--- src/rtl/msrh_pkg.sv ---
// Shared types for the commit done-report path.
package msrh_pkg;

    localparam int CMT_BLK_W = 4;
    localparam int DISP_SIZE = 4;

    typedef struct packed {
        logic                 valid;
        logic [CMT_BLK_W-1:0] cmt_id;
        logic [DISP_SIZE-1:0] grp_id;
    } done_rpt_t;

    // Payload held in the overflow FIFO; valid is implied by occupancy.
    typedef struct packed {
        logic [CMT_BLK_W-1:0] cmt_id;
        logic [DISP_SIZE-1:0] grp_id;
    } cmp_req_t;

endpackage

--- src/rtl/msrh_done_rpt_tx_if.sv ---
// Completion inputs, flush, backpressure and the done-report lane of one execution unit.
interface msrh_done_rpt_tx_if #(
    parameter int IN_PORTS = 2,
    parameter int DEPTH    = 4
);
    import msrh_pkg::*;

    logic [IN_PORTS-1:0]                cmp_valid;
    logic [IN_PORTS-1:0][CMT_BLK_W-1:0] cmp_cmt_id;
    logic [IN_PORTS-1:0][DISP_SIZE-1:0] cmp_grp_id;
    logic                               flush;
    logic                               ready;
    done_rpt_t                          done_rpt;
    logic [$clog2(DEPTH+1)-1:0]         count;

    modport master (
        output cmp_valid, cmp_cmt_id, cmp_grp_id, flush,
        input  ready, done_rpt, count
    );

    modport slave (
        input  cmp_valid, cmp_cmt_id, cmp_grp_id, flush,
        output ready, done_rpt, count
    );

endinterface

--- src/rtl/msrh_multi_push_fifo.sv ---
// Circular buffer with up to IN_PORTS compacted pushes and one pop per cycle.
// DEPTH need not be a power of two; pushes beyond free space are dropped.
module msrh_multi_push_fifo
    import msrh_pkg::*;
#(
    parameter int IN_PORTS = 2,
    parameter int DEPTH    = 4
) (
    input  logic                        i_clk,
    input  logic                        i_reset_n,
    input  logic                        i_flush,
    input  logic [IN_PORTS-1:0]         i_push_valid,
    input  cmp_req_t [IN_PORTS-1:0]     i_push_data,
    input  logic                        i_pop,
    output cmp_req_t                    o_head,
    output logic [$clog2(DEPTH+1)-1:0]  o_count
);

    localparam int PTR_W = (DEPTH > 1) ? $clog2(DEPTH) : 1;
    localparam int CNT_W = $clog2(DEPTH+1);

    cmp_req_t                       mem [DEPTH];
    logic [PTR_W-1:0]               head_q, tail_q;
    logic [CNT_W-1:0]               count_q;

    logic [IN_PORTS-1:0]            wr_en;
    logic [IN_PORTS-1:0][PTR_W-1:0] wr_idx;
    logic [CNT_W-1:0]               n_push;
    logic                           pop_ok;

    function automatic logic [PTR_W-1:0] wrap(input int unsigned v);
        wrap = PTR_W'(v % DEPTH);
    endfunction

    assign pop_ok = i_pop && (count_q != '0);

    // Assign consecutive tail slots to the valid pushes in port order, up to free space.
    always_comb begin
        int unsigned k;
        int unsigned free_slots;
        k          = 0;
        free_slots = DEPTH - int'(count_q) + (pop_ok ? 1 : 0);
        wr_en      = '0;
        wr_idx     = '0;
        for (int i = 0; i < IN_PORTS; i++) begin
            if (i_push_valid[i] && !i_flush && (k < free_slots)) begin
                wr_en[i]  = 1'b1;
                wr_idx[i] = wrap(int'(tail_q) + k);
                k         = k + 1;
            end
        end
        n_push = CNT_W'(k);
    end

    // Pointer and occupancy update; flush empties the buffer.
    always_ff @(posedge i_clk or negedge i_reset_n) begin
        if (!i_reset_n) begin
            head_q  <= '0;
            tail_q  <= '0;
            count_q <= '0;
        end else if (i_flush) begin
            head_q  <= '0;
            tail_q  <= '0;
            count_q <= '0;
        end else begin
            head_q  <= wrap(int'(head_q) + (pop_ok ? 1 : 0));
            tail_q  <= wrap(int'(tail_q) + int'(n_push));
            count_q <= count_q + n_push - CNT_W'(pop_ok);
        end
    end

    // Storage array carries no reset; occupancy decides what is meaningful.
    always_ff @(posedge i_clk) begin
        for (int i = 0; i < IN_PORTS; i++) begin
            if (wr_en[i]) mem[wr_idx[i]] <= i_push_data[i];
        end
    end

    assign o_head  = mem[head_q];
    assign o_count = count_q;

endmodule

--- src/rtl/msrh_done_rpt_tx.sv ---
// Serialises multi-port completions onto one registered done-report lane,
// buffering the excess in age order and backpressuring issue via ready.
module msrh_done_rpt_tx
    import msrh_pkg::*;
#(
    parameter int IN_PORTS  = 2,
    parameter int DEPTH     = 4,
    parameter int CMT_BLK_W = msrh_pkg::CMT_BLK_W,
    parameter int DISP_SIZE = msrh_pkg::DISP_SIZE
) (
    input  logic                 i_clk,
    input  logic                 i_reset_n,
    msrh_done_rpt_tx_if.slave    rpt_if
);

    localparam int IDX_W = (IN_PORTS > 1) ? $clog2(IN_PORTS) : 1;
    localparam int CNT_W = $clog2(DEPTH+1);

    if (CMT_BLK_W != msrh_pkg::CMT_BLK_W || DISP_SIZE != msrh_pkg::DISP_SIZE) begin : g_width_chk
        $error("msrh_done_rpt_tx: id widths must match msrh_pkg");
    end

    cmp_req_t [IN_PORTS-1:0] in_req;
    logic [IN_PORTS-1:0]     push_valid;
    logic                    first_found;
    logic [IDX_W-1:0]        first_idx;
    logic                    fifo_empty;
    logic                    pop;
    logic                    any_cand;
    cmp_req_t                sel_req;
    cmp_req_t                fifo_head;
    logic [CNT_W-1:0]        fifo_count;
    done_rpt_t               done_q;

    // Pack per-port inputs into FIFO payloads.
    always_comb begin
        in_req = '0;
        for (int i = 0; i < IN_PORTS; i++) begin
            in_req[i].cmt_id = rpt_if.cmp_cmt_id[i];
            in_req[i].grp_id = rpt_if.cmp_grp_id[i];
        end
    end

    // Oldest candidate: FIFO head if any, else the lowest valid port; the rest go to the FIFO.
    always_comb begin
        first_found = 1'b0;
        first_idx   = '0;
        for (int i = 0; i < IN_PORTS; i++) begin
            if (rpt_if.cmp_valid[i] && !first_found) begin
                first_found = 1'b1;
                first_idx   = IDX_W'(i);
            end
        end
        fifo_empty = (fifo_count == '0);
        pop        = !fifo_empty && !rpt_if.flush;
        any_cand   = !rpt_if.flush && (!fifo_empty || first_found);
        sel_req    = '0;
        if (!fifo_empty)      sel_req = fifo_head;
        else if (first_found) sel_req = in_req[first_idx];
        push_valid = '0;
        for (int i = 0; i < IN_PORTS; i++) begin
            push_valid[i] = rpt_if.cmp_valid[i] && !rpt_if.flush
                            && !(fifo_empty && first_found && (first_idx == IDX_W'(i)));
        end
    end

    msrh_multi_push_fifo #(
        .IN_PORTS (IN_PORTS),
        .DEPTH    (DEPTH)
    ) u_fifo (
        .i_clk        (i_clk),
        .i_reset_n    (i_reset_n),
        .i_flush      (rpt_if.flush),
        .i_push_valid (push_valid),
        .i_push_data  (in_req),
        .i_pop        (pop),
        .o_head       (fifo_head),
        .o_count      (fifo_count)
    );

    // Output register: one report per cycle, cleared on flush and when idle.
    always_ff @(posedge i_clk or negedge i_reset_n) begin
        if (!i_reset_n) begin
            done_q <= '0;
        end else if (any_cand) begin
            done_q.valid  <= 1'b1;
            done_q.cmt_id <= sel_req.cmt_id;
            done_q.grp_id <= sel_req.grp_id;
        end else begin
            done_q <= '0;
        end
    end

    assign rpt_if.done_rpt = done_q;
    assign rpt_if.count    = fifo_count;
    assign rpt_if.ready    = ((DEPTH - int'(fifo_count)) >= IN_PORTS);

    // Protocol checks: one-hot groups, no duplicate reports per cycle, no push while not ready.
    always @(posedge i_clk) begin
        if (i_reset_n) begin
            for (int i = 0; i < IN_PORTS; i++) begin
                if (rpt_if.cmp_valid[i]) assert ($onehot(rpt_if.cmp_grp_id[i]));
                for (int j = i + 1; j < IN_PORTS; j++) begin
                    if (rpt_if.cmp_valid[i] && rpt_if.cmp_valid[j])
                        assert (in_req[i] != in_req[j]);
                end
            end
            assert (int'(fifo_count) <= DEPTH);
            assert (!(|rpt_if.cmp_valid) || rpt_if.ready || rpt_if.flush);
        end
    end

endmodule

--- src/flat_wrapper.sv ---
// flat-port wrapper written by rule: the top's interface ports become plain ports
module msrh_done_rpt_tx_flat import msrh_pkg::*;
#(
    parameter int IN_PORTS  = 2,
    parameter int DEPTH     = 4,
    parameter int CMT_BLK_W = msrh_pkg::CMT_BLK_W,
    parameter int DISP_SIZE = msrh_pkg::DISP_SIZE
)
  (i_clk, i_reset_n, rpt_if_cmp_valid, rpt_if_cmp_cmt_id, rpt_if_cmp_grp_id, rpt_if_flush, rpt_if_ready, rpt_if_done_rpt, rpt_if_count);
  msrh_done_rpt_tx_if #(.IN_PORTS(IN_PORTS), .DEPTH(DEPTH)) rpt_if_i ();
  input  logic i_clk;
  input  logic i_reset_n;
  input wire logic [$bits(rpt_if_i.cmp_valid)-1:0] rpt_if_cmp_valid;
  input wire logic [$bits(rpt_if_i.cmp_cmt_id)-1:0] rpt_if_cmp_cmt_id;
  input wire logic [$bits(rpt_if_i.cmp_grp_id)-1:0] rpt_if_cmp_grp_id;
  input wire logic [$bits(rpt_if_i.flush)-1:0] rpt_if_flush;
  output wire logic [$bits(rpt_if_i.ready)-1:0] rpt_if_ready;
  output wire logic [$bits(rpt_if_i.done_rpt)-1:0] rpt_if_done_rpt;
  output wire logic [$bits(rpt_if_i.count)-1:0] rpt_if_count;
  assign rpt_if_i.cmp_valid = rpt_if_cmp_valid;
  assign rpt_if_i.cmp_cmt_id = rpt_if_cmp_cmt_id;
  assign rpt_if_i.cmp_grp_id = rpt_if_cmp_grp_id;
  assign rpt_if_i.flush = rpt_if_flush;
  assign rpt_if_ready = rpt_if_i.ready;
  assign rpt_if_done_rpt = rpt_if_i.done_rpt;
  assign rpt_if_count = rpt_if_i.count;
  msrh_done_rpt_tx #(.IN_PORTS(IN_PORTS), .DEPTH(DEPTH), .CMT_BLK_W(CMT_BLK_W), .DISP_SIZE(DISP_SIZE)) u_core (.i_clk(i_clk), .i_reset_n(i_reset_n), .rpt_if(rpt_if_i));
endmodule
--- config.mk ---
export PLATFORM = sky130hd
export DESIGN_NAME = msrh_done_rpt_tx_flat
export DESIGN_NICKNAME = d
export VERILOG_FILES = /design/src/rtl/msrh_pkg.sv /design/src/rtl/msrh_done_rpt_tx_if.sv /design/src/rtl/msrh_multi_push_fifo.sv /design/src/rtl/msrh_done_rpt_tx.sv /design/src/flat_wrapper.sv
export SDC_FILE = /design/constraint.sdc
export NUM_CORES = 1
export LEC_CHECK = 0
export ABC_CLOCK_PERIOD_IN_PS = 5100
export CAP_MARGIN = 15
export CORE_MARGIN = 2
export CORE_UTILIZATION = 50
export DETAILED_ROUTE_END_ITERATION = 6
export PLACE_DENSITY = 0.76
export SYNTH_ARGS = -nofsm -noshare
export SYNTH_HDL_FRONTEND = slang
export SYNTH_SLANG_ARGS = --single-unit
--- constraint.sdc ---
create_clock -name i_clk -period 5.1 [get_ports i_clk]
set_input_delay 0.765 -clock i_clk [delete_from_list [all_inputs] [get_ports i_clk]]
set_output_delay 0.765 -clock i_clk [all_outputs]
set_load 0.005 [all_outputs]
==> impl_metrics.py, run 1 <==
metrics = {
    "worst_setup_path": {
        "worstSetupEndpointType": "register",
        "path_cells": "inv_1 > ha_1 > ha_1 > nor2_2 > ha_1 > nand3b_1 > a211o_1 > ha_1 > nor4bb_2 > nand4_1 > o21ai_0 > inv_1 > ha_1 > nand2b_1 > and2_2 > nor3_2 > o21bai_1",
        "regToRegStartpoint": "u_core.u_fifo.o_count[0]$_DFF_PN0_",
        "rr_endpoint": "u_core.u_fifo.mem[2][5]$_DFFE_PP_",
        "max_stage_delay_ns": 0.48,
        "worst_r2r_path_depth": 17,
        "critical_path_depth": 17,
        "worstSetupStartpoint": "u_core.u_fifo.o_count[0]$_DFF_PN0_",
        "crit_buf_inv": 2,
        "crit_type": "reg -> reg",
        "crit_path_end": "u_core.u_fifo.mem[2][5]$_DFFE_PP_",
        "rrSetupSlack_ns": 0.47,
        "slowest_stage": "o21bai_1",
        "startpoint_type": "register",
        "crit_family": "simple AND/OR/NAND/NOR gates",
        "critPathRequiredTime_ns": 5.03,
        "path_max_fanout": 8,
        "cp_data_arrival_time_ns": 4.56,
        "cpMostUsedCell": "ha_1",
    },
    "synth": {
        "synth-main-ff-cell": "edfxtp_1",
        "synth.avg_cell_area_um2": 12.9,
        "synth_cells": 214,
        "yosys.area.top_type": "edfxtp_1",
        "synthArstFlopShare_pct": 33.3,
        "synthTopCellsByArea": "edfxtp_1 35%, dfrtp_1 15%, mux2_2 13%",
        "synth_commonest_cells": "32 x edfxtp_1, 32 x mux2_2, 17 x ha_1, 17 x nand2_1, 16 x dfrtp_1",
        "synth_top_area_share_pct": 34.9,
        "synth_nets": 253,
        "synth_edf_count": 32,
        "yosysWarnings": 0,
        "seq_area_frac_synth_pct": 49.4,
        "syn_area_um2": 2760,
        "netlist-cell-type-count": 41,
        "ys_ff_latch": 48,
    },
    "floorplan": {
        "die_area_um2": 6120,
        "die_h_um": 78.3,
        "num_rows": 27,
        "initial_core_util_pct": 51.0,
        "io_pins": 34,
        "core_um2": 5410,
        "die_w_um": 78.3,
    },
    "power_and_ir_drop": {
        "ir_worst_vdd_mv": 0.215,
        "power_leakage_nw": 1.24,
        "power_mw": 1.43,
        "power_density_nw_per_um2": 436,
    },
    "sta": {
        "max_freq_mhz": 216,
        "hold_viol": 0,
        "period_share_pct": 90.7,
        "skew_ns": 0.00741,
        "finalSetupTns_ns": 0,
        "whs_ns": 0.639,
        "period_needed_ns": 4.63,
        "setup_viol": 0,
        "slew_viol_final": 0,
        "rsz0062_at_grt": "no",
        "tightest_slew_ns": 0.913,
        "maxSlewHeadroom_pct": 39.0,
    },
    "clocking": {
        "clk_latency_ns": 0.31,
        "clk_transition_reported_paths_ns": 0.08,
        "htreeDepth": 2,
        "post_cts_buffers": 0,
        "cts_sinks": 48,
        "root_buffer": "clkbuf_8",
        "cts_tree": "done",
        "clockBufferDepth": 2,
        "cts_buffers": 5,
    },
    "route": {
        "drtPass1Iterations": 4,
        "drtAntennaViolNets": 0,
        "via_count": 1770,
        "via_per_inst": 5.50,
        "routedWlPerCell_um": 16.7,
        "drc": 0,
        "drt-total-wl_um": 5370,
        "drtIter0Drc": 71,
    },
    "global_route": {
        "grt_antenna_before_repair": 0,
        "grt_max_degree": 19,
        "grt_pass1_wl_um": 8980,
        "grt_usage_pct": 19.4,
        "grt_pass1_vias": 1837,
        "grt-ovfl-total": 0,
    },
    "hold_path": {
        "hold_path.class": "reg -> reg",
    },
    "cells_and_area": {
        "fillCellCount": 459,
        "syn2layout_area_growth_pct": 19.1,
        "utilization_pct": 60.7,
        "drive_gt1_share_pct": 26.4,
        "nets": 288,
        "n_antenna_cell": 0,
    },
    "run": {
        "drv_cap": 0,
    },
    "placed_design": {
        "dp_hpwl_um": 3860,
        "place_congestion": 0.760,
        "port_buffers": 33,
    },
    "run_status": {
        "status": "completed",
    },
}
cells by family after synthesis:
| logic type | Yosys count | share of synthesized area, % |
|---|---|---|
| adders and majority gates | 18 | 8.44 |
| muxes | 40 | 19.6 |
| xor gates and xnor gates | 6 | 1.91 |
| and+or+nand+nor | 53 | 9.99 |
| DFF | 48 | 49.4 |
| AOI/OAI and AO/OA | 28 | 7.08 |
| buffers and inverters | 21 | 3.59 |
metal layers:
layer / GRT usage, % / share of wire, %
met1: 24.1 / 45
met2: 33.2 / 50
met3: 4.37 / 3.3
met4: 7.02 / 1.6
met5: 0 / 0
sequential cells by signal (all words and copies together), names as in the netlist:
| name | cells |
|---|---|
| u_core.u_fifo.tail_q | 2 |
| u_core.u_fifo.o_count | 3 |
| u_core.u_fifo.head_q | 2 |
| u_core.rpt_if.done_rpt | 9 |
| u_core.u_fifo.mem | 32 |
worst min-delay path by stage:
| stage | to | slack, ns | startpoint | cells past startpoint |
|---|---|---|---|---|
| final | u_core.u_fifo.tail_q[0]$_DFF_PN0_ | 0.64 | u_core.u_fifo.tail_q[0]$_DFF_PN0_ | 2 |
| after global routing | u_core.u_fifo.tail_q[0]$_DFF_PN0_ | 0.71 | u_core.u_fifo.tail_q[0]$_DFF_PN0_ | 2 |
| after CTS | u_core.u_fifo.tail_q[0]$_DFF_PN0_ | 0.64 | u_core.u_fifo.tail_q[0]$_DFF_PN0_ | 2 |
| after detailed placement | u_core.u_fifo.tail_q[0]$_DFF_PN0_ | 0.61 | u_core.u_fifo.tail_q[0]$_DFF_PN0_ | 2 |
| after global placement | u_core.u_fifo.tail_q[0]$_DFF_PN0_ | 0.61 | u_core.u_fifo.tail_q[0]$_DFF_PN0_ | 2 |
| after floorplan | u_core.rpt_if.done_rpt[0]$_DFF_PN0_ | 0.47 | i_reset_n | 0 |
placed cells by master (no fill, tap or decap), types with 2 or more instances in the layout:
| cell | netlist | final |
|---|---|---|
| dfrtp_1 | 16 | 16 |
| nand2b_1 | 3 | 3 |
| a22oi_1 | 2 | 2 |
| nor2b_1 | 4 | 4 |
| buf_4 | 0 | 6 |
| nand2_1 | 17 | 17 |
| or2_2 | 2 | 2 |
| a21oi_1 | 2 | 2 |
| a211oi_1 | 2 | 2 |
| o21ai_0 | 9 | 8 |
| mux2_2 | 32 | 32 |
| nor2_1 | 15 | 14 |
| ha_1 | 17 | 17 |
| clkdlybuf4s50_1 | 0 | 33 |
| xnor2_1 | 5 | 5 |
| nor3_1 | 2 | 2 |
| clkbuf_8 | 0 | 5 |
| inv_1 | 10 | 10 |
| mux4_2 | 8 | 8 |
| edfxtp_1 | 32 | 32 |
| o211ai_1 | 6 | 6 |
cell type report:
cell class | instances | area [µm²] | share of cell area [%]
Timing Repair Buffer | 39 | 375 | 11.4
Multi-Input combinational cell | 145 | 1310 | 39.8
Inverter | 10 | 37.5 | 1.14
Tap cell | 72 | 90.1 | 2.74
Clock inverter | 3 | 42.5 | 1.30
Sequential cell | 48 | 1360 | 41.5
Clock buffer | 5 | 68.8 | 2.10
where the power goes:
| group | switching, mW | internal (mW) | leakage, nW |
|---|---|---|---|
| sequential | 0.0512 | 0.509 | 0.499 |
| clock | 0.129 | 0.145 | 0.0541 |
| combinational | 0.278 | 0.320 | 0.682 |
worst reg2reg max path, stage by stage (launching register included):
cell and delay, ns:
dfrtp_1 0.44, inv_1 0.13, ha_1 0.22, ha_1 0.22, nor2_2 0.20, ha_1 0.22
nand3b_1 0.15, a211o_1 0.31, ha_1 0.19, nor4bb_2 0.34, nand4_1 0.14, o21ai_0 0.22
inv_1 0.11, ha_1 0.23, nand2b_1 0.16, and2_2 0.20, nor3_2 0.31, o21bai_1 0.48
through the flow:
step | instance area [µm²] | setup slack [ns] | cells
6_report | 3280 | 0.474 | 322
3_3_place_gp | 3160 | 0.213 | 314
5_1_grt | 3280 | 0.0447 | 322
3_5_place_dp | 3160 | 0.0832 | 314
2_1_floorplan | 2760 | 0.282 | 214
4_1_cts | 3270 | 0.269 | 322
timing repair:
action	CTS	global route
hold buffers	0	0
resized for setup	0	4
endpoints found under the setup margin	0	50
Power figures use the tool's default switching activity.
==> run 2, diff against run 1 <==
Settings changed: ABC_CLOCK_PERIOD_IN_PS 5100 to not set, PLACE_DENSITY 0.76 to 0.83.
==> run 2 against run 1 <==
  * Flip-flop and latch count unchanged
  * Wire length up 5.5%
  * Clock power rose by 18%
  * Critical endpoint is now u_core.u_fifo.mem[3][7]$_DFFE_PP_
  * Largest cell class unchanged
  * Largest power group unchanged
==> impl_metrics.py, run 2 (synthesis results as in run 1) <==
metrics = {
    "cells_and_area": {
        "largest_reg_flops": 32,
        "n_antenna_cell": 0,
        "drive_gt1_share_pct": 25.7,
        "fin_cells": 325,
        "nets": 291,
        "syn2layout_area_growth_pct": 20.4,
        "multi_input_area_um2": 1300,
        "fillCellCount": 425,
        "regArea_um2": 1360,
        "layout_common_cells": "33 x clkdlybuf4s50_1, 32 x mux2_2, 32 x edfxtp_1, 17 x nand2_1, 17 x ha_1",
        "layout.cells.most_common": "clkdlybuf4s50_1",
    },
    "worst_setup_path": {
        "startpoint_type": "register",
        "critPathRequiredTime_ns": 5.11,
        "path_max_fanout": 5,
        "rr_endpoint": "u_core.u_fifo.mem[3][7]$_DFFE_PP_",
        "rrSetupSlack_ns": 0.39,
        "crit_path_end": "u_core.u_fifo.mem[3][7]$_DFFE_PP_",
        "worstSetupEndpointType": "register",
        "cp_data_arrival_time_ns": 4.72,
        "regToRegStartpoint": "u_core.u_fifo.o_count[0]$_DFF_PN0_",
        "worstSetupStartpoint": "u_core.u_fifo.o_count[0]$_DFF_PN0_",
        "worst_r2r_path_depth": 18,
        "crit_type": "reg -> reg",
    },
    "sta": {
        "setup_viol": 0,
        "rsz0062_at_grt": "no",
        "period_needed_ns": 4.71,
        "tightest_slew_ns": 0.916,
        "period_share_pct": 92.3,
        "hold_viol": 0,
        "skew_ns": 0.00990,
        "maxSlewHeadroom_pct": 38.8,
        "finalSetupTns_ns": 0,
        "max_freq_mhz": 213,
        "slew_viol_final": 0,
    },
    "floorplan": {
        "initial_core_util_pct": 51.0,
        "io_pins": 34,
        "num_rows": 27,
        "die_w_um": 78.3,
        "die_area_um2": 6120,
        "core_um2": 5410,
        "die_h_um": 78.3,
    },
    "clocking": {
        "clk_latency_ns": 0.31,
        "cts_sinks": 48,
        "htreeDepth": 2,
        "cts_buffers": 5,
        "clk_transition_reported_paths_ns": 0.08,
        "holdBufCountCts": 0,
        "cts_tree": "done",
        "root_buffer": "clkbuf_8",
        "clockBufferDepth": 2,
    },
    "placed_design": {
        "place_congestion": 0.813,
        "place_inst": 316,
        "port_buffers": 33,
        "dp_hpwl_um": 4140,
    },
    "power_and_ir_drop": {
        "power_leakage_nw": 1.26,
        "power_density_nw_per_um2": 451,
        "ir_worst_vdd_mv": 0.219,
        "power_mw": 1.50,
    },
    "global_route": {
        "grt_usage_pct": 20.0,
        "grt-ovfl-total": 0,
        "grt_antenna_before_repair": 0,
        "grt_pass1_wl_um": 9170,
        "grt_max_degree": 19,
        "grt_pass1_vias": 1783,
    },
    "route": {
        "drt-total-wl_um": 5670,
        "drc": 0,
        "drtPass1Iterations": 4,
        "drtIter0Drc": 111,
        "via_count": 1855,
        "via_per_inst": 5.71,
        "routedWlPerCell_um": 17.4,
        "drtAntennaViolNets": 0,
    },
    "hold_path": {
        "hold_path.class": "reg -> reg",
    },
    "run": {
        "drv_cap": 0,
    },
    "run_status": {
        "status": "completed",
    },
}
## run 2: worst min path at each step
stage / start / to / depth (start not counted)
final: u_core.u_fifo.tail_q[0]$_DFF_PN0_ / u_core.u_fifo.tail_q[0]$_DFF_PN0_ / 2
after global routing: u_core.u_fifo.tail_q[0]$_DFF_PN0_ / u_core.u_fifo.tail_q[0]$_DFF_PN0_ / 2
after CTS: u_core.u_fifo.tail_q[0]$_DFF_PN0_ / u_core.u_fifo.tail_q[0]$_DFF_PN0_ / 2
after detailed placement: u_core.u_fifo.tail_q[0]$_DFF_PN0_ / u_core.u_fifo.tail_q[0]$_DFF_PN0_ / 2
after global placement: u_core.u_fifo.tail_q[0]$_DFF_PN0_ / u_core.u_fifo.tail_q[0]$_DFF_PN0_ / 2
after floorplan: i_reset_n / u_core.rpt_if.done_rpt[0]$_DFF_PN0_ / 0
## run 2: cell type report
type	count	area share, %
clock buffers	6	2.19
clock inverters	2	1.81
repair buffers	42	11.9
multi-input cells	145	39.2
well taps	72	2.71
flip-flops and latches	48	41.0
inverters	10	1.13
## run 2: power breakdown
part	internal [mW]	leakage [nW]	switching [mW]
sequential	0.509	0.499	0.0506
clock	0.196	0.0654	0.127
combinational	0.324	0.695	0.290
## run 2: through the flow
stage | setup WS (ns) | cell area, µm² | hold slack, ns | util, %
finish | 0.395 | 3320 | 0.644 | 61.4
global route | 0.0620 | 3320 | 0.705 | 61.4
CTS | 0.337 | 3310 | 0.641 | 61.2
detailed placement | 0.146 | 3180 | 0.624 | 58.8
global placement | 0.288 | 3180 | 0.614 | 58.8
floorplan | 0.282 | 2760 | 0.469 | -
## run 2: routing by layer
| layer | global-route usage [%] | vias up | share of wire [%] |
|---|---|---|---|
| met1 | 26.3 | 921 | 42 |
| met5 | 0 | - | 0 |
| met4 | 6.32 | 0 | 1.3 |
| met3 | 4.71 | 10 | 6.0 |
| li1 | - | 868 | - |
| met2 | 33.0 | 56 | 50 |
## run 2: critical path, stage by stage (launching register included)
cell and delay, ns:
dfrtp_1 0.45, inv_1 0.14, ha_1 0.22, ha_1 0.20
nor2_1 0.22, ha_1 0.23, nand3b_1 0.13, a211o_1 0.29
ha_1 0.18, nor4bb_1 0.36, nand4_1 0.14, o21ai_0 0.23
inv_1 0.10, ha_1 0.22, nand2b_1 0.17, and2_2 0.20
or3b_1 0.38, o21ai_0 0.25, clkbuf_2 0.30
## run 2: timing repair
item                                    CTS  global route
gates resized for setup                   0             1
buffers inserted                          0             0
endpoints found under the setup margin    0             8
endpoints found under the hold margin     0             0
==> run 3, diff against run 2 <==
Settings changed: CORE_MARGIN 2 to 3, CTS_CLUSTER_DIAMETER set to 40.
Clock period 5.1 ns to 4.2 ns, I/O delays scaled along.
==> run 3 against run 2 <==
  * Total power is 24% higher
  * Design area increased by 6.0%
  * Clock skew increased by 0.00077 ns
  * Register-to-register slack lost 0.14 ns
  * Combinational power up 39%
  * Die area increased by 5.2%
==> impl_metrics.py, run 3 (synthesis results as in run 1) <==
metrics = {
    "run_status": {
        "status": "completed",
    },
    "global_route": {
        "grt-ovfl-total": 0,
        "grt_pass1_wl_um": 9420,
        "grt_max_degree": 19,
        "grt_antenna_before_repair": 0,
        "grt_pass1_vias": 1886,
        "grt_usage_pct": 19.8,
    },
    "clocking": {
        "cts_tree": "done",
        "cts_buffers": 5,
        "clk_latency_ns": 0.31,
        "clk_transition_reported_paths_ns": 0.08,
        "htreeDepth": 2,
        "root_buffer": "clkbuf_8",
        "holdBufCountCts": 0,
        "clockBufferDepth": 2,
        "cts_sinks": 48,
    },
    "sta": {
        "maxSlewHeadroom_pct": 47.8,
        "max_freq_mhz": 249,
        "setup_viol": 0,
        "slew_viol_final": 0,
        "tightest_slew_ns": 0.781,
        "period_needed_ns": 4.02,
        "skew_ns": 0.0107,
        "hold_viol": 0,
        "period_share_pct": 95.6,
        "rsz0062_at_grt": "no",
    },
    "worst_setup_path": {
        "worstSetupEndpointType": "register",
        "startpoint_type": "input pin",
        "regToRegStartpoint": "u_core.u_fifo.o_count[1]$_DFF_PN0_",
        "rr_endpoint": "u_core.u_fifo.mem[3][4]$_DFFE_PP_",
        "cp_data_arrival_time_ns": 4.07,
        "critPathRequiredTime_ns": 4.26,
        "worst_r2r_path_depth": 18,
        "worstSetupStartpoint": "rpt_if_flush",
        "path_max_fanout": 5,
        "crit_type": "in -> reg",
        "rrSetupSlack_ns": 0.25,
    },
    "placed_design": {
        "dpl_cell_area_um2": 3380,
        "dp_hpwl_um": 4220,
        "port_buffers": 33,
        "place_congestion": 0.911,
    },
    "cells_and_area": {
        "largest_reg_flops": 32,
        "n_antenna_cell": 0,
        "utilization_pct": 67.6,
        "regArea_um2": 1360,
        "drive_gt1_share_pct": 35.7,
        "syn2layout_area_growth_pct": 27.6,
        "layout_common_cells": "33 x clkdlybuf4s50_1, 32 x mux2_2, 32 x edfxtp_1, 27 x buf_4, 17 x nand2_1",
        "multi_input_area_um2": 1370,
        "nets": 310,
        "fillCellCount": 398,
        "final_area_um2": 3520,
        "layout.cells.most_common": "clkdlybuf4s50_1",
    },
    "hold_path": {
        "min_to": "u_core.u_fifo.tail_q[0]$_DFF_PN0_",
        "hold_path.class": "reg -> reg",
        "hold_depth": 2,
        "hp-start": "u_core.u_fifo.tail_q[0]$_DFF_PN0_",
    },
    "route": {
        "drc": 0,
        "drtIter0Drc": 83,
        "drtPass1Iterations": 4,
        "via_count": 1882,
        "drt-total-wl_um": 5730,
        "routedWlPerCell_um": 16.8,
        "drtAntennaViolNets": 0,
        "via_per_inst": 5.50,
    },
    "floorplan": {
        "die_h_um": 80.3,
        "die_w_um": 80.3,
        "core_um2": 5200,
        "num_rows": 26,
        "io_pins": 34,
        "die_area_um2": 6440,
        "initial_core_util_pct": 53.0,
    },
    "run": {
        "drv_cap": 0,
    },
    "power_and_ir_drop": {
        "power_density_nw_per_um2": 529,
        "ir_worst_vdd_mv": 0.219,
        "power_leakage_nw": 1.35,
    },
}
## run 3: worst max-delay path by stage
stage	end	slack [ns]	depth (start not counted)
after floorplan	u_core.u_fifo.o_count[1]$_DFF_PN0_	0.003	22
after global placement	u_core.u_fifo.mem[1][7]$_DFFE_PP_	-0.03	18
after detailed placement	u_core.u_fifo.mem[3][4]$_DFFE_PP_	-0.14	16
after CTS	u_core.u_fifo.mem[3][4]$_DFFE_PP_	0.11	18
after global routing	u_core.u_fifo.mem[3][7]$_DFFE_PP_	0.008	16
final	u_core.u_fifo.mem[3][4]$_DFFE_PP_	0.18	16
## run 3: repair_timing
item,in CTS,in global routing
resized for setup,0,3
endpoints found under the setup margin,0,38
buffers inserted,0,3
## run 3: layout make-up
type / count / area share [%]
flip-flops and latches: 48 / 38.7
multi-input cells: 145 / 39.0
well taps: 70 / 2.49
repair buffers: 61 / 15.7
clock inverters: 1 / 0.853
clock buffers: 7 / 2.17
inverters: 10 / 1.07
## run 3: through the flow
step           setup slack, ns  total power [mW]  setup TNS (ns)  cells  hold WS, ns
6_report                 0.183              1.86               0    342        0.656
5_1_grt                0.00796              1.99               0    342        0.696
4_1_cts                  0.106              1.85               0    339        0.653
3_5_place_dp            -0.141              1.52           -3.75    331        0.633
3_3_place_gp           -0.0311              1.50          -0.498    331        0.622
2_1_floorplan          0.00306              1.24               0    214        0.334
## run 3: report_power, final
part	internal, mW	total (mW)	switching, mW
logic	0.473	0.854	0.381
clock network	0.178	0.329	0.151
registers	0.618	0.679	0.0605
## run 3: per-layer routing
metal,track usage (%),part of all wire [%],up-vias
met4,5.24,0.99,0
met3,4.15,6.4,7
li1,-,-,906
met1,26.3,43,908
met5,0,0,-
met2,32.9,50,61
## run 3: worst max-delay path: stages
cell             delay, ns
clkdlybuf4s50_1       0.49
nor2_4                0.19
ha_4                  0.15
nand3b_1              0.10
a211o_1               0.26
ha_2                  0.19
nor4bb_4              0.28
nand4_1               0.13
o21ai_2               0.18
inv_1                 0.08
ha_2                  0.18
nand2b_1              0.16
and2_4                0.15
or3b_1                0.43
buf_4                 0.19
mux2_2                0.27
